<file path="src/rtl/status_unit.sv">
// Status-flag register with in-flight flag-writer tracking.
// It stalls conditional ID instructions until every pending flag writer has committed or been squashed.
module status_unit (
    input  logic       clk,
    input  logic       rst,
    input  logic       freeze,
    input  logic       id_valid,
    input  logic       id_s,
    input  logic [3:0] id_cond,
    input  logic       flag_we,
    input  logic [3:0] flag_in,
    input  logic       kill_s,
    output logic [3:0] status,
    output logic       cond_stall,
    output logic       issue,
    output logic [1:0] pend_cnt,
    output logic       err
);

    localparam logic [1:0] IDLE  = 2'd0;
    localparam logic [1:0] WAIT1 = 2'd1;
    localparam logic [1:0] WAIT2 = 2'd2;
    localparam logic [1:0] WAIT3 = 2'd3;

    localparam logic [3:0] COND_AL = 4'b1110;

    logic [1:0] state;
    logic [1:0] state_nxt;
    logic [3:0] sr;
    logic       err_nxt;
    logic       is_cond;
    logic       inc;
    logic [2:0] dec;
    logic [2:0] up;
    logic [2:0] net;
    logic [2:0] eff_pend;

    assign dec      = {2'b00, flag_we} + {2'b00, kill_s};
    assign eff_pend = ({1'b0, state} > dec) ? ({1'b0, state} - dec) : '0;

    // A conditional instruction waits only while some writer remains unresolved after this cycle.
    assign is_cond    = id_valid && (id_cond != COND_AL);
    assign cond_stall = is_cond && (state != IDLE) && (eff_pend != '0);
    assign issue      = id_valid & ~freeze & ~cond_stall;
    assign inc        = issue & id_s;

    assign up  = {1'b0, state} + {2'b00, inc};
    assign net = up - dec;

    always_comb begin
        state_nxt = state;
        err_nxt   = err;
        if (up < dec) begin
            state_nxt = IDLE;
            err_nxt   = 1'b1;
        end else if (net > {1'b0, WAIT3}) begin
            state_nxt = WAIT3;
            err_nxt   = 1'b1;
        end else begin
            state_nxt = net[1:0];
        end
    end

    always_ff @(posedge clk) begin
        if (rst) begin
            sr    <= '0;
            state <= IDLE;
            err   <= 1'b0;
        end else begin
            if (flag_we) begin
                sr <= flag_in;
            end
            state <= state_nxt;
            err   <= err_nxt;
        end
    end

    assign status   = flag_we ? flag_in : sr;
    assign pend_cnt = state;

endmodule

</file>
<file path="config.mk">
export PLATFORM = sky130hd
export DESIGN_NAME = status_unit
export DESIGN_NICKNAME = d
export VERILOG_FILES = /design/src/rtl/status_unit.sv
export SDC_FILE = /design/constraint.sdc
export NUM_CORES = 1
export LEC_CHECK = 0
export ABC_AREA = 1
export CORE_ASPECT_RATIO = 1.4
export CORE_MARGIN = 2
export CORE_UTILIZATION = 25
export DETAILED_ROUTE_END_ITERATION = 7
export GPL_TIMING_DRIVEN = 0
export PLACE_DENSITY = 0.5
export SLEW_MARGIN = 10
export SYNTH_ARGS = -nofsm -noshare
export SYNTH_HDL_FRONTEND = slang
export SYNTH_SLANG_ARGS = --single-unit
</file>
<file path="constraint.sdc">
create_clock -name clk -period 3.7 [get_ports clk]
set_input_delay 0.37 -clock clk [delete_from_list [all_inputs] [get_ports clk]]
set_output_delay 0.37 -clock clk [all_outputs]
set_load 0.05 [all_outputs]
</file>
Word-level counts from Yosys, hierarchy flattened
Cells that the tools add are included.
{ "totals": {"regBits": 7, "inputBits": 15} }
{ "op_classes": {"addsub": 4, "order_cmp": 3, "n_eq_ne": 1, "n_mux": 5, "bitwise_logic": 5, "n_reduce_logical": 7} }
{ "ops": {"columns": ["cell", "n"], "rows": [
  ["4-bit two-way mux", 1],
  ["4-bit inequality test, second input constant", 1],
  ["2-bit nonzero test", 2],
  ["2-bit by 1-bit adder with 3-bit output", 1],
  ["1-bit AND", 3],
  ["3-bit by 2-bit > comparator with 1-bit output, second input constant", 1],
  ["1-bit logical AND", 3],
  ["3-bit by 2-bit less-than comparator with 1-bit output", 1],
  ["3-bit two-way mux", 1],
  ["3-bit nonzero test", 1],
  ["2-bit by 2-bit subtractor with 3-bit output", 1],
  ["3-bit by 2-bit subtractor with 3-bit output", 1],
  ["1-bit by 1-bit adder with 2-bit output", 1],
  ["2-bit > comparator", 1],
  ["1-bit two-way mux", 2],
  ["2-bit two-way mux", 1],
  ["1-bit inverter", 2],
  ["2-bit OR reduction", 1]
]} }

Logic depth before layout (Yosys ltp)
Gate-level depths: netlist (run 1).
{ "depth": {"depth_word": 13, "mapped_depth": 18, "mapped_depth_nobuf": 18} }

Least setup slack after synthesis (run 1)
No wires, ideal clock.
{ "synth_path": {"kind": "in2reg", "start": "input flag_we", "end": "register state[0] (netlist: pend_cnt[0])", "arrival_ns": 2.787, "slack_ns": 0.843, "path_stages": 18, "n_path_buf": 0, "path_cell_list": "ha_1 > ha_1 > inv_1 > fa_1 > nand2_1 > nand2_1 > nand3_1 > nand2_2 > nor2_2 > ha_1 > ha_1 > inv_1 > fa_1 > inv_1 > nand2_1 > nand2_1 > inv_1 > a21oi_1"} }
{ "synth_via": {"elab_chain_len": 12, "word_cells_on_any_way": 15, "cone_classes": "add/sub (4); order compare (3); mux (2); bitwise (3); reduce/logical (3)"} }
{ "synth_lines": {"columns": ["item", "line", "text"], "rows": [
  ["start, declared", "10", "input logic flag_we,"],
  ["1-bit by 1-bit adder with 2-bit output *", "38", "assign dec = {2'b00, flag_we} + {2'b00, kill_s};"],
  ["2-bit by 2-bit subtractor with 3-bit output or 2-bit > comparator (tied branches)", "39", "assign eff_pend = ({1'b0, state} > dec) ? ({1'b0, state} - dec) : '0;"],
  ["3-bit two-way mux", "39", null],
  ["3-bit nonzero test", "43", "assign cond_stall = is_cond && (state != IDLE) && (eff_pend != '0);"],
  ["1-bit logical AND", "43", null],
  ["1-bit inverter", "44", "assign issue = id_valid & ~freeze & ~cond_stall;"],
  ["1-bit AND", "44", null],
  ["1-bit AND", "45", "assign inc = issue & id_s;"],
  ["2-bit by 1-bit adder with 3-bit output", "47", "assign up = {1'b0, state} + {2'b00, inc};"],
  ["3-bit by 2-bit subtractor with 3-bit output", "48", "assign net = up - dec;"],
  ["3-bit by 2-bit > comparator with 1-bit output", "56", "end else if (net > {1'b0, WAIT3}) begin"],
  ["2-bit two-way mux", "56", null],
  ["end signal, assigned", "73", "state <= state_nxt;"],
  ["end, declared", "27", "logic [1:0] state;"]
]} }
Mark *: on every way between the ends. The rest lies on a longest branch, timed or not.
A chain may end at the register's enable or synchronous reset.

Worst setup path after layout (run 1)
{ "layout_path": {"start": "input flag_we", "end": "output issue"} }
{ "layout_via": {"elab_chain_len": 7, "word_cells_on_any_way": 8, "cone_classes": "add/sub (2); order compare (1); mux (1); bitwise (2); reduce/logical (2)"} }
{ "layout_lines": {"columns": ["item", "line", "text"], "rows": [
  ["1-bit by 1-bit adder with 2-bit output *", "38", null],
  ["2-bit by 2-bit subtractor with 3-bit output or 2-bit > comparator (tied branches)", "39", null],
  ["3-bit two-way mux *", "39", null],
  ["3-bit nonzero test *", "43", null],
  ["1-bit logical AND *", "43", null],
  ["1-bit inverter *", "44", null],
  ["1-bit AND *", "44", null],
  ["end, declared", "15", "output logic issue,"]
]} }
Marks and branches as above.

==> results of run 1 <==
-- critical path, stage by stage --
cell and delay, ns:
clkdlybuf4s50_1 0.52, ha_1 0.36, ha_1 0.18, inv_1 0.07, fa_1 0.41, nand2_1 0.08
nand2_1 0.05, nand3_1 0.11, nand2_2 0.07, inv_1 0.05, clkdlybuf4s50_1 0.79
-- layer usage --
metal | vias to the layer above | GRT usage [%]
met5 | - | 0
met4 | 0 | 6.70
met3 | 4 | 1.90
met2 | 23 | 16.7
met1 | 208 | 9.73
li1 | 270 | -
-- placed cells by master, fill, tap and decap left out, drive strengths merged --
cell	instances
nand2	24
clkdlybuf4s50	23
inv	19
a21oi	7
dfxtp	7
nor2	7
ha	6
clkbuf	4
fa	3
nand3	1
-- registers in the layout, summed over array words and instances, names as in the netlist --
name and cells:
err 1, pend_cnt 2, sr 4
-- how the worst max path moves through the flow --
stage / depth (start not counted) / from / to / slack, ns
2_1_floorplan: 18 / flag_we / pend_cnt[0] / 0.84
3_3_place_gp: 19 / flag_we / pend_cnt[0] / 0.04
3_5_place_dp: 19 / flag_we / pend_cnt[0] / 0.02
4_1_cts: 11 / flag_we / issue / 0.25
5_1_grt: 19 / flag_we / err / 0.09
6_report: 11 / flag_we / issue / 0.28
-- stage by stage --
stage | instance area [um^2] | worst slack [ns] | power (mW)
final | 793 | 0.281 | 0.405
after global routing | 793 | 0.0942 | 0.448
after CTS | 793 | 0.245 | 0.415
after detailed placement | 767 | 0.0200 | 0.344
after global placement | 767 | 0.0448 | 0.340
after floorplan | 510 | 0.843 | 0.265
-- where the power goes --
| group | internal, mW | switching [mW] | total, mW | leakage [nW] |
|---|---|---|---|---|
| Combinational | 0.0903 | 0.140 | 0.230 | 0.334 |
| Sequential | 0.0900 | 0.0152 | 0.105 | 0.0580 |
| Clock | 0.0412 | 0.0283 | 0.0695 | 0.0150 |
| Total | 0.222 | 0.183 | 0.405 | 0.406 |
-- area by class of cell --
| class | instances | area (um^2) |
|---|---|---|
| Sequential cell | 7 | 140 |
| Timing Repair Buffer | 23 | 230 |
| Inverter | 19 | 71.3 |
| Clock buffer | 4 | 26.3 |
| Multi-Input combinational cell | 48 | 299 |
| Fill cell | 231 | 1160 |
| Tap cell | 21 | 26.3 |
-- cells by family (layout without fill, tap and decap cells) --
family | count (synthesis) | count (layout) | share of synthesized area [%]
fa+ha+maj | 9 | 9 | 26.5
compound gates | 7 | 7 | 6.86
buf+inv | 19 | 46 | 14.0
simple gates | 32 | 32 | 25.2
flops | 7 | 7 | 27.5
==> metrics.txt, run 1 <==
CP Max Fanout 6; clk_lat worst skew 0.25 ns; HPWL after DPL 910 um; Slew Limit Fails 0; outcome completed; vias in the first global route 491; #FFs+latches synth 7; Top FF cell, synth dfxtp_1; vias per cell 4.14; Pleak 0.406 nW; Final Hold Fails 0; FF-to-FF End pend_cnt[0]; DRT Pass-1 Iters 2; fmax 292 MHz; DRC viols 0; Root Buffer clkbuf_4; Syn Nets 98; H-tree Lvls 1; WL/cell 8.43 um; M1 WL 397 um; Finished Layout Cells 122; Die W 42.2 um; Post-Route Skew 0.00372 ns; post-synthesis cell count 74; Final GP Congestion 0.673; die footprint 2420 um^2; Area Overhead vs Synth 55.4%; clock sink count 7; Register-to-Register Path Depth 18; unrepaired setup endpoints after global routing no; Post-CTS Setup Bufs 0; first-pass GRT wire length 1770 um; largest net degree at the start of global routing 7; gr usage total 9.46%; Detailed Route Iter0 Violations 2; Clock Tree Buf Depth 2; DR top layer met4; Pwr Density 510 nW/um^2; Setup CP Type input pin to output port; # placed instances 118; total CTS buffers 3; number of synthesized flops with an enable pin 0; initial core utilization 26.2%; Hold-fix buffers, CTS 0; met3 WL post-DR 99 um; final setup fails 0; Critical Path Start Type input pin; Worst Hold Launch sr[2]; die height 57.5 um; initial antenna violation count 0; setup TNS 0 ns; R2R Setup Slk 0.96 ns; Worst EP arrival 3.05 ns; max-cap violations 0; fin util 40.7%; Met2 Wirelength 505 um; post-synthesis instance area 510 um^2; Seq/Total Area, Yosys 27.5%; worst hold slack 0.466 ns; Hold Path Sink sr[2]; worst-margin pin slew 0.508 ns; top-level port count 24; period utilisation layout 92.4%; core area 1950 um^2; Tmin final 3.42 ns; antenna diode count 0; layout cells sized above 1 5.94%; Req. time, crit path 3.33 ns; post-route antenna net violation count 0; Synth area leaders dfxtp_1, nand2_1, ha_1, inv_1, fa_1; clock-pin slew on the worst setup and hold paths 0.05 ns; final wirelength 1030 um; most common cell in the synthesized netlist nand2_1; worst hold path depth 2; num rows 19; Hold WC Path Type flop to flop; Yosys warnings 0; post-CTS sizing 0; Relative slew margins 66.1%; syn_area_per_cell 6.90 um^2; ys async rst share 0%; synth cell count leaders nand2_1, inv_1, a21oi_1, dfxtp_1, ha_1; Netlist cell types 10; largest area contributor in the netlist dfxtp_1; Crit Reg-Reg Startpoint pend_cnt[0]; IO buf count 23; Via Count 505; CP endpoint kind output port; peak supply drop 251 uV; share of the synthesized area in the top cell type 27.5%; CTS tree yes; Layout Nets 126; Overflow after GRT 0
Note: power is estimated with default switching activity, not from simulation.
==> run 2, diff against run 1 <==
--- a/config.mk
+++ b/config.mk
@@ -6,11 +6,11 @@
 export NUM_CORES = 1
 export LEC_CHECK = 0
 export ABC_AREA = 1
-export CORE_ASPECT_RATIO = 1.4
 export CORE_MARGIN = 2
 export CORE_UTILIZATION = 25
 export DETAILED_ROUTE_END_ITERATION = 7
 export GPL_TIMING_DRIVEN = 0
+export HOLD_SLACK_MARGIN = 0.06
 export PLACE_DENSITY = 0.5
 export SLEW_MARGIN = 10
 export SYNTH_ARGS = -nofsm -noshare
==> metrics.txt, run 2 (synthesis gave the netlist of run 1 again) <==
outcome completed; Clock Tree Buf Depth 2; Critical Path Start Type input pin; Pleak 0.406 nW; worst setup margin 0.295 ns; DRC viols 0; H-tree Lvls 1; layout cells sized above 1 5.94%; Root Buffer clkbuf_4; unrepaired setup endpoints after global routing no; Setup CP Type input pin to output port; final setup fails 0; post-route antenna net violation count 0; setup TNS 0 ns; slowest CP cell clkdlybuf4s50_1; met1 usage 11.6%; DRT Pass-1 Iters 4; die footprint 2420 um^2; gr usage total 9.88%; crit-path max cell delay 0.79 ns; Detailed Route Iter0 Violations 3; top-level port count 24; HPWL after DPL 843 um; max-cap violations 0; clock sink count 7; Hold WC Path Type flop to flop; GR peak layer met2; fmax 294 MHz; CTS tree yes; initial antenna violation count 0; IO buf count 23; pre-CTS worst setup slack 0.0501 ns; number of flip-flops in the largest register 4; M3 GR Usage 3.68%; WL/cell 7.83 um; vias in the first global route 498; Post-Route Skew 0.00330 ns; Hold-fix buffers, CTS 0; Relative slew margins 66.3%; first-pass GRT wire length 1880 um; Via Count 521; final wirelength 1000 um; largest net degree at the start of global routing 7; Worst EP arrival 3.04 ns; Final Hold Fails 0; Slew Limit Fails 0; Worst Hold Launch sr[0]; critical path, cell by cell clkdlybuf4s50_1 -> ha_1 -> ha_1 -> inv_1 -> fa_1 -> nand2_1 -> nand2_1 -> nand3_1 -> nand2_2 -> inv_1 -> clkdlybuf4s50_1; Final GP Congestion 0.695; clk_lat worst skew 0.25 ns; total CTS buffers 3; Layout Nets 126; worst-margin pin slew 0.504 ns; launch point of the worst path flag_we; die height 49.2 um; antenna diode count 0; WP buf/inv 4; met2 capacity usage during global routing 15.3%; commonest non-fill, non-tap cells in the layout nand2_1, clkdlybuf4s50_1, inv_1; Overflow after GRT 0; Req. time, crit path 3.33 ns; Tmin final 3.41 ns; CP delay by family, top buffers and inverters; period utilisation layout 92.0%; Crit Reg-Reg Startpoint pend_cnt[0]; Area Overhead vs Synth 56.9%; Top reg by flops sr; core area 1940 um^2; Die W 49.2 um; peak supply drop 192 uV; CP endpoint kind output port; num rows 16; CP Max Fanout 6; vias per cell 4.07; total power 0.403 mW; clock-pin slew on the worst setup and hold paths 0.05 ns; Pwr Density 503 nW/um^2; post-CTS sizing 0; Post-CTS Setup Bufs 0; initial core utilization 26.3%
[run 2: cell counts in the layout (fill, tap and decap cells not counted)]
No cell type changed its count.
[run 2: stage by stage]
step / hold slack (ns) / std cells / utilization, % / cell area [um^2]
5_1_grt: 0.515 / 128 / 41.2 / 801
3_3_place_gp: 0.459 / 124 / 39.9 / 774
3_5_place_dp: 0.465 / 124 / 39.9 / 774
4_1_cts: 0.472 / 128 / 41.2 / 801
6_report: 0.472 / 128 / 41.2 / 801
2_1_floorplan: 0.439 / 74 / - / 510
[run 2: path summary, 6_finish.rpt]
check | end | cells past startpoint | slack, ns
max reg2reg | pend_cnt[0] | 18 | 0.98
min | sr[0] | 2 | 0.47
max | issue | 11 | 0.29
min reg2reg | sr[0] | 2 | 0.47
[run 2: per-layer routing]
metal	share of wire [%]	routed length, um
met5	0	0
met2	40	400
met4	2.7	27
met1	47	466
met3	11	106
[run 2: power by group]
part           internal [mW]  total [mW]  switching, mW
Sequential            0.0901       0.106         0.0155
Clock                 0.0412      0.0703         0.0291
Combinational         0.0894       0.227          0.138
[run 2: worst reg2reg max path, stage by stage (launching register included)]
cell	delay [ns]
dfxtp_1	0.33
inv_1	0.06
ha_1	0.13
inv_1	0.05
fa_1	0.47
nand2_1	0.05
nand2_1	0.05
nand3_1	0.10
nand2_2	0.09
nor2_2	0.04
ha_1	0.20
ha_1	0.27
inv_1	0.05
fa_1	0.40
inv_1	0.06
nand2_1	0.04
nand2_1	0.08
inv_1	0.05
a21oi_1	0.13
[run 2: layout make-up]
type	count	area, um^2
inverters	19	71.3
fillers	216	1140
clock buffers	4	26.3
flip-flops and latches	7	140
well taps	27	33.8
repair buffers	23	230
multi-input cells	48	299
==> patch 1: new RTL, config.mk and constraints of run 1 <==
Make the reset (`rst`) asynchronous in one clocked block.
--- a/src/rtl/status_unit.sv
+++ b/src/rtl/status_unit.sv
@@ -61,7 +61,7 @@
         end
     end
 
-    always_ff @(posedge clk) begin
+    always_ff @(posedge clk or posedge rst) begin
         if (rst) begin
             sr    <= '0;
             state <= IDLE;
Function: differs if rst is asserted again (counterexample within 4 cycles, from zero or initial values and one cycle with rst high); with rst held inactive, the same outputs for 10 cycles.
==> patch 1 against run 1 <==
Sequential share of layout area rose by 4.2 points. Synthesized area rose by 0.74%. Worst setup slack improved by 0.20 ns. Power rose by 10%. Die area rose by 0.68%. Via count fell by 16%. Sequential cell count did not move. Routed wire length fell by 11%. Count of clock-buffer cells in the layout did not move. Design area rose by 0.79%. Critical path type is now primary input to register. Critical endpoint is now pend_cnt[1]$_DFF_PP0_. Highest routed layer is now met3.
==> patch 1: results (changes against run 1) <==
| Metric | Value |
|---|---|
| Post-DR wirelength/cell | 8.65 um (was 8.43 um) |
| Largest net degree at the start of global routing | 8 (was 7) |
| Area share of xor/xnor cells in the synthesized design | 1.70% (was 0%) |
| Ratio of cells with drive above 1 in the final layout | 4.71% (was 5.94%) |
| Async SR Flop Fraction | 100% (was 0%) |
| Most used flip-flop cell after synthesis | dfrtp_1 (was dfxtp_1) |
| CP max stage delay | 0.47 ns (was 0.79 ns) |
| Worst r2r src | pend_cnt[0]$_DFF_PP0_ (was pend_cnt[0]$_SDFF_PP0_) |
| Skew final | 0.0000879 ns (was 0.00372 ns) |
| Syn nets | 82 (was 98) |
| Post-DP HPWL | 795 um (was 910 um) |
| Hold Crit Class | primary input to async pin (was register to register) |
| Nets | 110 (was 126) |
| Status | completed (unchanged) |
| Vias in the first global route | 458 (was 491) |
| CP startpoint | kill_s (was flag_we) |
| Post-synthesis adder-cell area fraction | 26.3% (was 26.5%) |
| Yosys cell types | 12 (was 10) |
| First-pass GRT wire length | 1690 um (was 1770 um) |
| Lkg Pwr | 0.000421 uW (was 0.000406 uW) |
| Via count | 424 (was 505) |
| CP max FO | 3 (was 6) |
| Synth top cells by count | 19 x inv_1, 7 x dfrtp_1, 7 x nand2_1 (was 23 x nand2_1, 19 x inv_1, 7 x a21oi_1, 7 x dfxtp_1, 6 x ha_1) |
| Overall Global Routing Usage | 8.62% (was 9.46%) |
| Max VDD drop | 0.000232 V (was 0.000251 V) |
| Setup Slack @ Placement | -0.00508 ns (was 0.0200 ns) |
| Synth area leaders | dfrtp_1 34%, ha_1 15%, inv_1 14% (was dfxtp_1 27%, nand2_1 17%, ha_1 15%) |
| Crit path max-delay family | adder cells (was buffers and inverters) |
| Compound-Gate Fraction of Synth Area | 3.65% (was 6.86%) |
==> patch 1: worst paths after layout <==
check	cells after the start	slack, ns	to
max	17	0.49	pend_cnt[1]$_DFF_PP0_
min	2	0.35	sr[0]$_DFF_PP0_
max reg2reg	16	0.87	pend_cnt[1]$_DFF_PP0_
min reg2reg	2	0.47	err$_DFFE_PP0P_
max in group asynchronous	2	3.14	sr[1]$_DFF_PP0_
min in group clk	2	0.47	err$_DFFE_PP0P_
==> patch 1: logic make-up after synthesis <==
group | Yosys count
xor gates and xnor gates | 1
AOI/OAI and AO/OA | 3
adders and majority gates | 9
buffers and inverters | 19
and+or+nand+nor | 15
muxes | 4
DFF | 7
==> patch 1: what timing repair did <==
item,4_1_cts,5_1_grt
endpoints found under the hold margin,0,0
resized for setup,0,1
setup endpoints to repair,0,2
==> patch 1: where the power goes <==
group | internal, uW | switching, uW
Sequential | 92.7 | 16.3
Combinational | 108 | 162
Clock | 41.0 | 25.5
==> patch 1: routing by layer <==
metal / share of wire [%] / GRT usage (%) / routed length (um)
met1: 40 / 10.2 / 370
met5: 0 / 0 / 0
met4: 0 / 4.02 / 0
met3: 9.9 / 1.56 / 91
met2: 50 / 14.9 / 454
==> patch 1: final cells by class <==
cell class / instances / area, um2 / area share [%]
Inverter: 19 / 71.3 / 8.92
Timing Repair Buffer: 23 / 233 / 29.1
Multi-Input combinational cell: 32 / 268 / 33.5
Sequential cell: 7 / 175 / 21.9
Clock buffer: 4 / 26.3 / 3.29
Tap cell: 21 / 26.3 / 3.29
==> patch 1: through the flow <==
| step | setup TNS, ns | instances |
|---|---|---|
| global route | 0 | 106 |
| CTS | 0 | 106 |
| detailed placement | -0.00508 | 102 |
| floorplan | 0 | 58 |
| global placement | 0 | 102 |
| finish | 0 | 106 |
==> patch 2: new RTL, config.mk and constraints of run 1 <==
Without the edit above. Register the output `status`, cleared by the reset; this adds one clock of latency there. The other outputs are not delayed to match.
--- a/src/rtl/status_unit.sv
+++ b/src/rtl/status_unit.sv
@@ -75,7 +75,13 @@
         end
     end
 
-    assign status   = flag_we ? flag_in : sr;
+    always_ff @(posedge clk) begin
+        if (rst) begin
+            status <= '0;
+        end else begin
+            status <= flag_we ? flag_in : sr;
+        end
+    end
     assign pend_cnt = state;
 
 endmodule
Formal check against the unedited RTL: not equivalent (Yosys sat finds a counterexample within 4 cycles, from zero or initial values and one cycle with rst high).
==> patch 2 against run 1 <==
Power increased by 1.5%. Sequential cell count unchanged. Largest cell class unchanged. Worst setup slack improved by 0.027 ns. Critical path type unchanged. Routed wire length grew 0.58%. First-iteration DRC count is the same. Largest power group unchanged. Design area decreased by 1.7%. Synthesized area fell by 2.7%. Global-route usage up 0.89 points.
==> patch 2: results (changes against run 1) <==
| Metric | Value |
|---|---|
| Max VDD drop | 0.000228 V (was 0.000251 V) |
| Clock Latency Late Sink | 0.25 ns (about the same) |
| H-tree depth | 1 (unchanged) |
| Warnings from Yosys | 0 (unchanged) |
| Root Driver | clkbuf_4 (unchanged) |
| Routed Antenna Nets | 0 (unchanged) |
| Seq/Total Area, Yosys | 28.2% (was 27.5%) |
| Worst-path clk slew | 0.05 ns (about the same) |
| Skew final | 0.00226 ns (was 0.00372 ns) |
| Hold Crit Class | register to register (unchanged) |
| Synth area leaders | dfxtp_1 28%, ha_1 15%, inv_1 15% (was dfxtp_1 27%, nand2_1 17%, ha_1 15%) |
| Via density | 4.17 (was 4.14) |
| Overall Global Routing Usage | 10.3% (was 9.46%) |
| Async SR Flop Fraction | 0% (unchanged) |
| Vias in the first global route | 489 (was 491) |
| Post-DP HPWL | 890 um (was 910 um) |
| Post-CTS Setup Repair Bufs | 0 (unchanged) |
| Status | completed (unchanged) |
| Max Root-Sink Buffers | 2 (unchanged) |
| First-pass GRT wire length | 1930 um (was 1770 um) |
| Drt first pass iters | 4 (was 2) |
| Mean post-synth cell area | 7.00 um2 (was 6.90 um2) |
| Max reg flops | 4 (unchanged) |
| Global placement routability congestion | 0.678 (was 0.673) |
| Most used flip-flop cell after synthesis | dfxtp_1 (unchanged) |
| Total CTS buffers | 3 (unchanged) |
| Fillers | 219 (was 231) |
| Ratio of cells with drive above 1 in the final layout | 5.10% (was 5.94%) |
| Crit path DAT | 3.02 ns (was 3.05 ns) |
| Filler-free cell count of the finished design | 119 (was 122) |
| Synth top cells by count | 20 x inv_1, 15 x nor2_1, 10 x nand2_1 (was 23 x nand2_1, 19 x inv_1, 7 x a21oi_1, 7 x dfxtp_1, 6 x ha_1) |
| Tightest slew margin relative to the limit | 65.1% (was 66.1%) |
| Antenna cells | 0 (unchanged) |
| Yosys cell types | 10 (unchanged) |
| Post-DR wirelength/cell | 8.69 um (was 8.43 um) |
| Largest reg by FF count | status (was sr) |
| Lkg Pwr | 0.000392 uW (was 0.000406 uW) |
| CP max FO | 6 (unchanged) |
| Syn nets | 95 (was 98) |
| Post-cts resize count | 0 (unchanged) |
| Initial antenna violation count | 0 (unchanged) |
| Largest net degree at the start of global routing | 7 (unchanged) |
| First DRT Iteration DRCs | 2 (unchanged) |
| Count of input and output buffers | 23 (unchanged) |
[patch 2: cell count changes in the layout (fill, tap and decap cells not counted)]
cell,run 1,this run
inv_1,19,20
nand2_2,1,2
a21oi_1,7,3
o21ai_0,0,4
nor2_2,2,0
nor2_1,5,15
nand2_1,23,10
[patch 2: cell families after synthesis]
kind of cell	share of synthesized area [%]
compound gates	7.05
fa+ha+maj	27.2
buf+inv	15.1
flops	28.2
simple gates	22.4
[patch 2: cell type report]
cell class                      instances  area share, %
Tap cell                               21           3.37
Clock buffer                            4           3.37
Sequential cell                         7           18.0
Inverter                               20           9.63
Multi-Input combinational cell         44           36.1
Timing Repair Buffer                   23           29.5
[patch 2: per-layer routing]
metal | vias up | part of all wire, % | track usage [%]
met4 | 0 | 2.2 | 5.53
met5 | - | 0 | 0
met1 | 208 | 39 | 10.6
met3 | 3 | 11 | 4.50
met2 | 24 | 47 | 17.4
li1 | 261 | - | -
[patch 2: final timing paths]
| check | slack [ns] | end | cells past startpoint | from |
|---|---|---|---|---|
| max | 0.31 | issue | 11 | flag_we |
| min reg2reg | 0.50 | status[0]$_SDFFE_PP0P_ | 2 | status[0]$_SDFFE_PP0P_ |
| min | 0.50 | status[0]$_SDFFE_PP0P_ | 2 | status[0]$_SDFFE_PP0P_ |
| max reg2reg | 0.96 | pend_cnt[0]$_SDFF_PP0_ | 18 | pend_cnt[0]$_SDFF_PP0_ |
[patch 2: report_power, final]
group	switching [uW]	leakage, uW	total, uW	internal (uW)
clock	30.6	0.0000150	71.9	41.3
sequential	15.6	0.0000582	106	90.7
combinational	141	0.000319	233	91.9
[patch 2: metrics by stage]
stage / instance area, um2 / setup WS (ns) / total power [uW]
after detailed placement: 753 / 0.0510 / 344
after global placement: 753 / 0.0848 / 342
after CTS: 779 / 0.279 / 418
after floorplan: 497 / 0.849 / 270
after global routing: 779 / 0.111 / 453
final: 779 / 0.308 / 411
[patch 2: worst max-delay path: stages]
cell and delay, ns:
clkdlybuf4s50_1 0.51, ha_1 0.36, ha_1 0.18, inv_1 0.07, fa_1 0.41, nand2_1 0.08, nand2_1 0.05, nand3_1 0.09
nand2_1 0.07, inv_1 0.05, clkdlybuf4s50_1 0.79
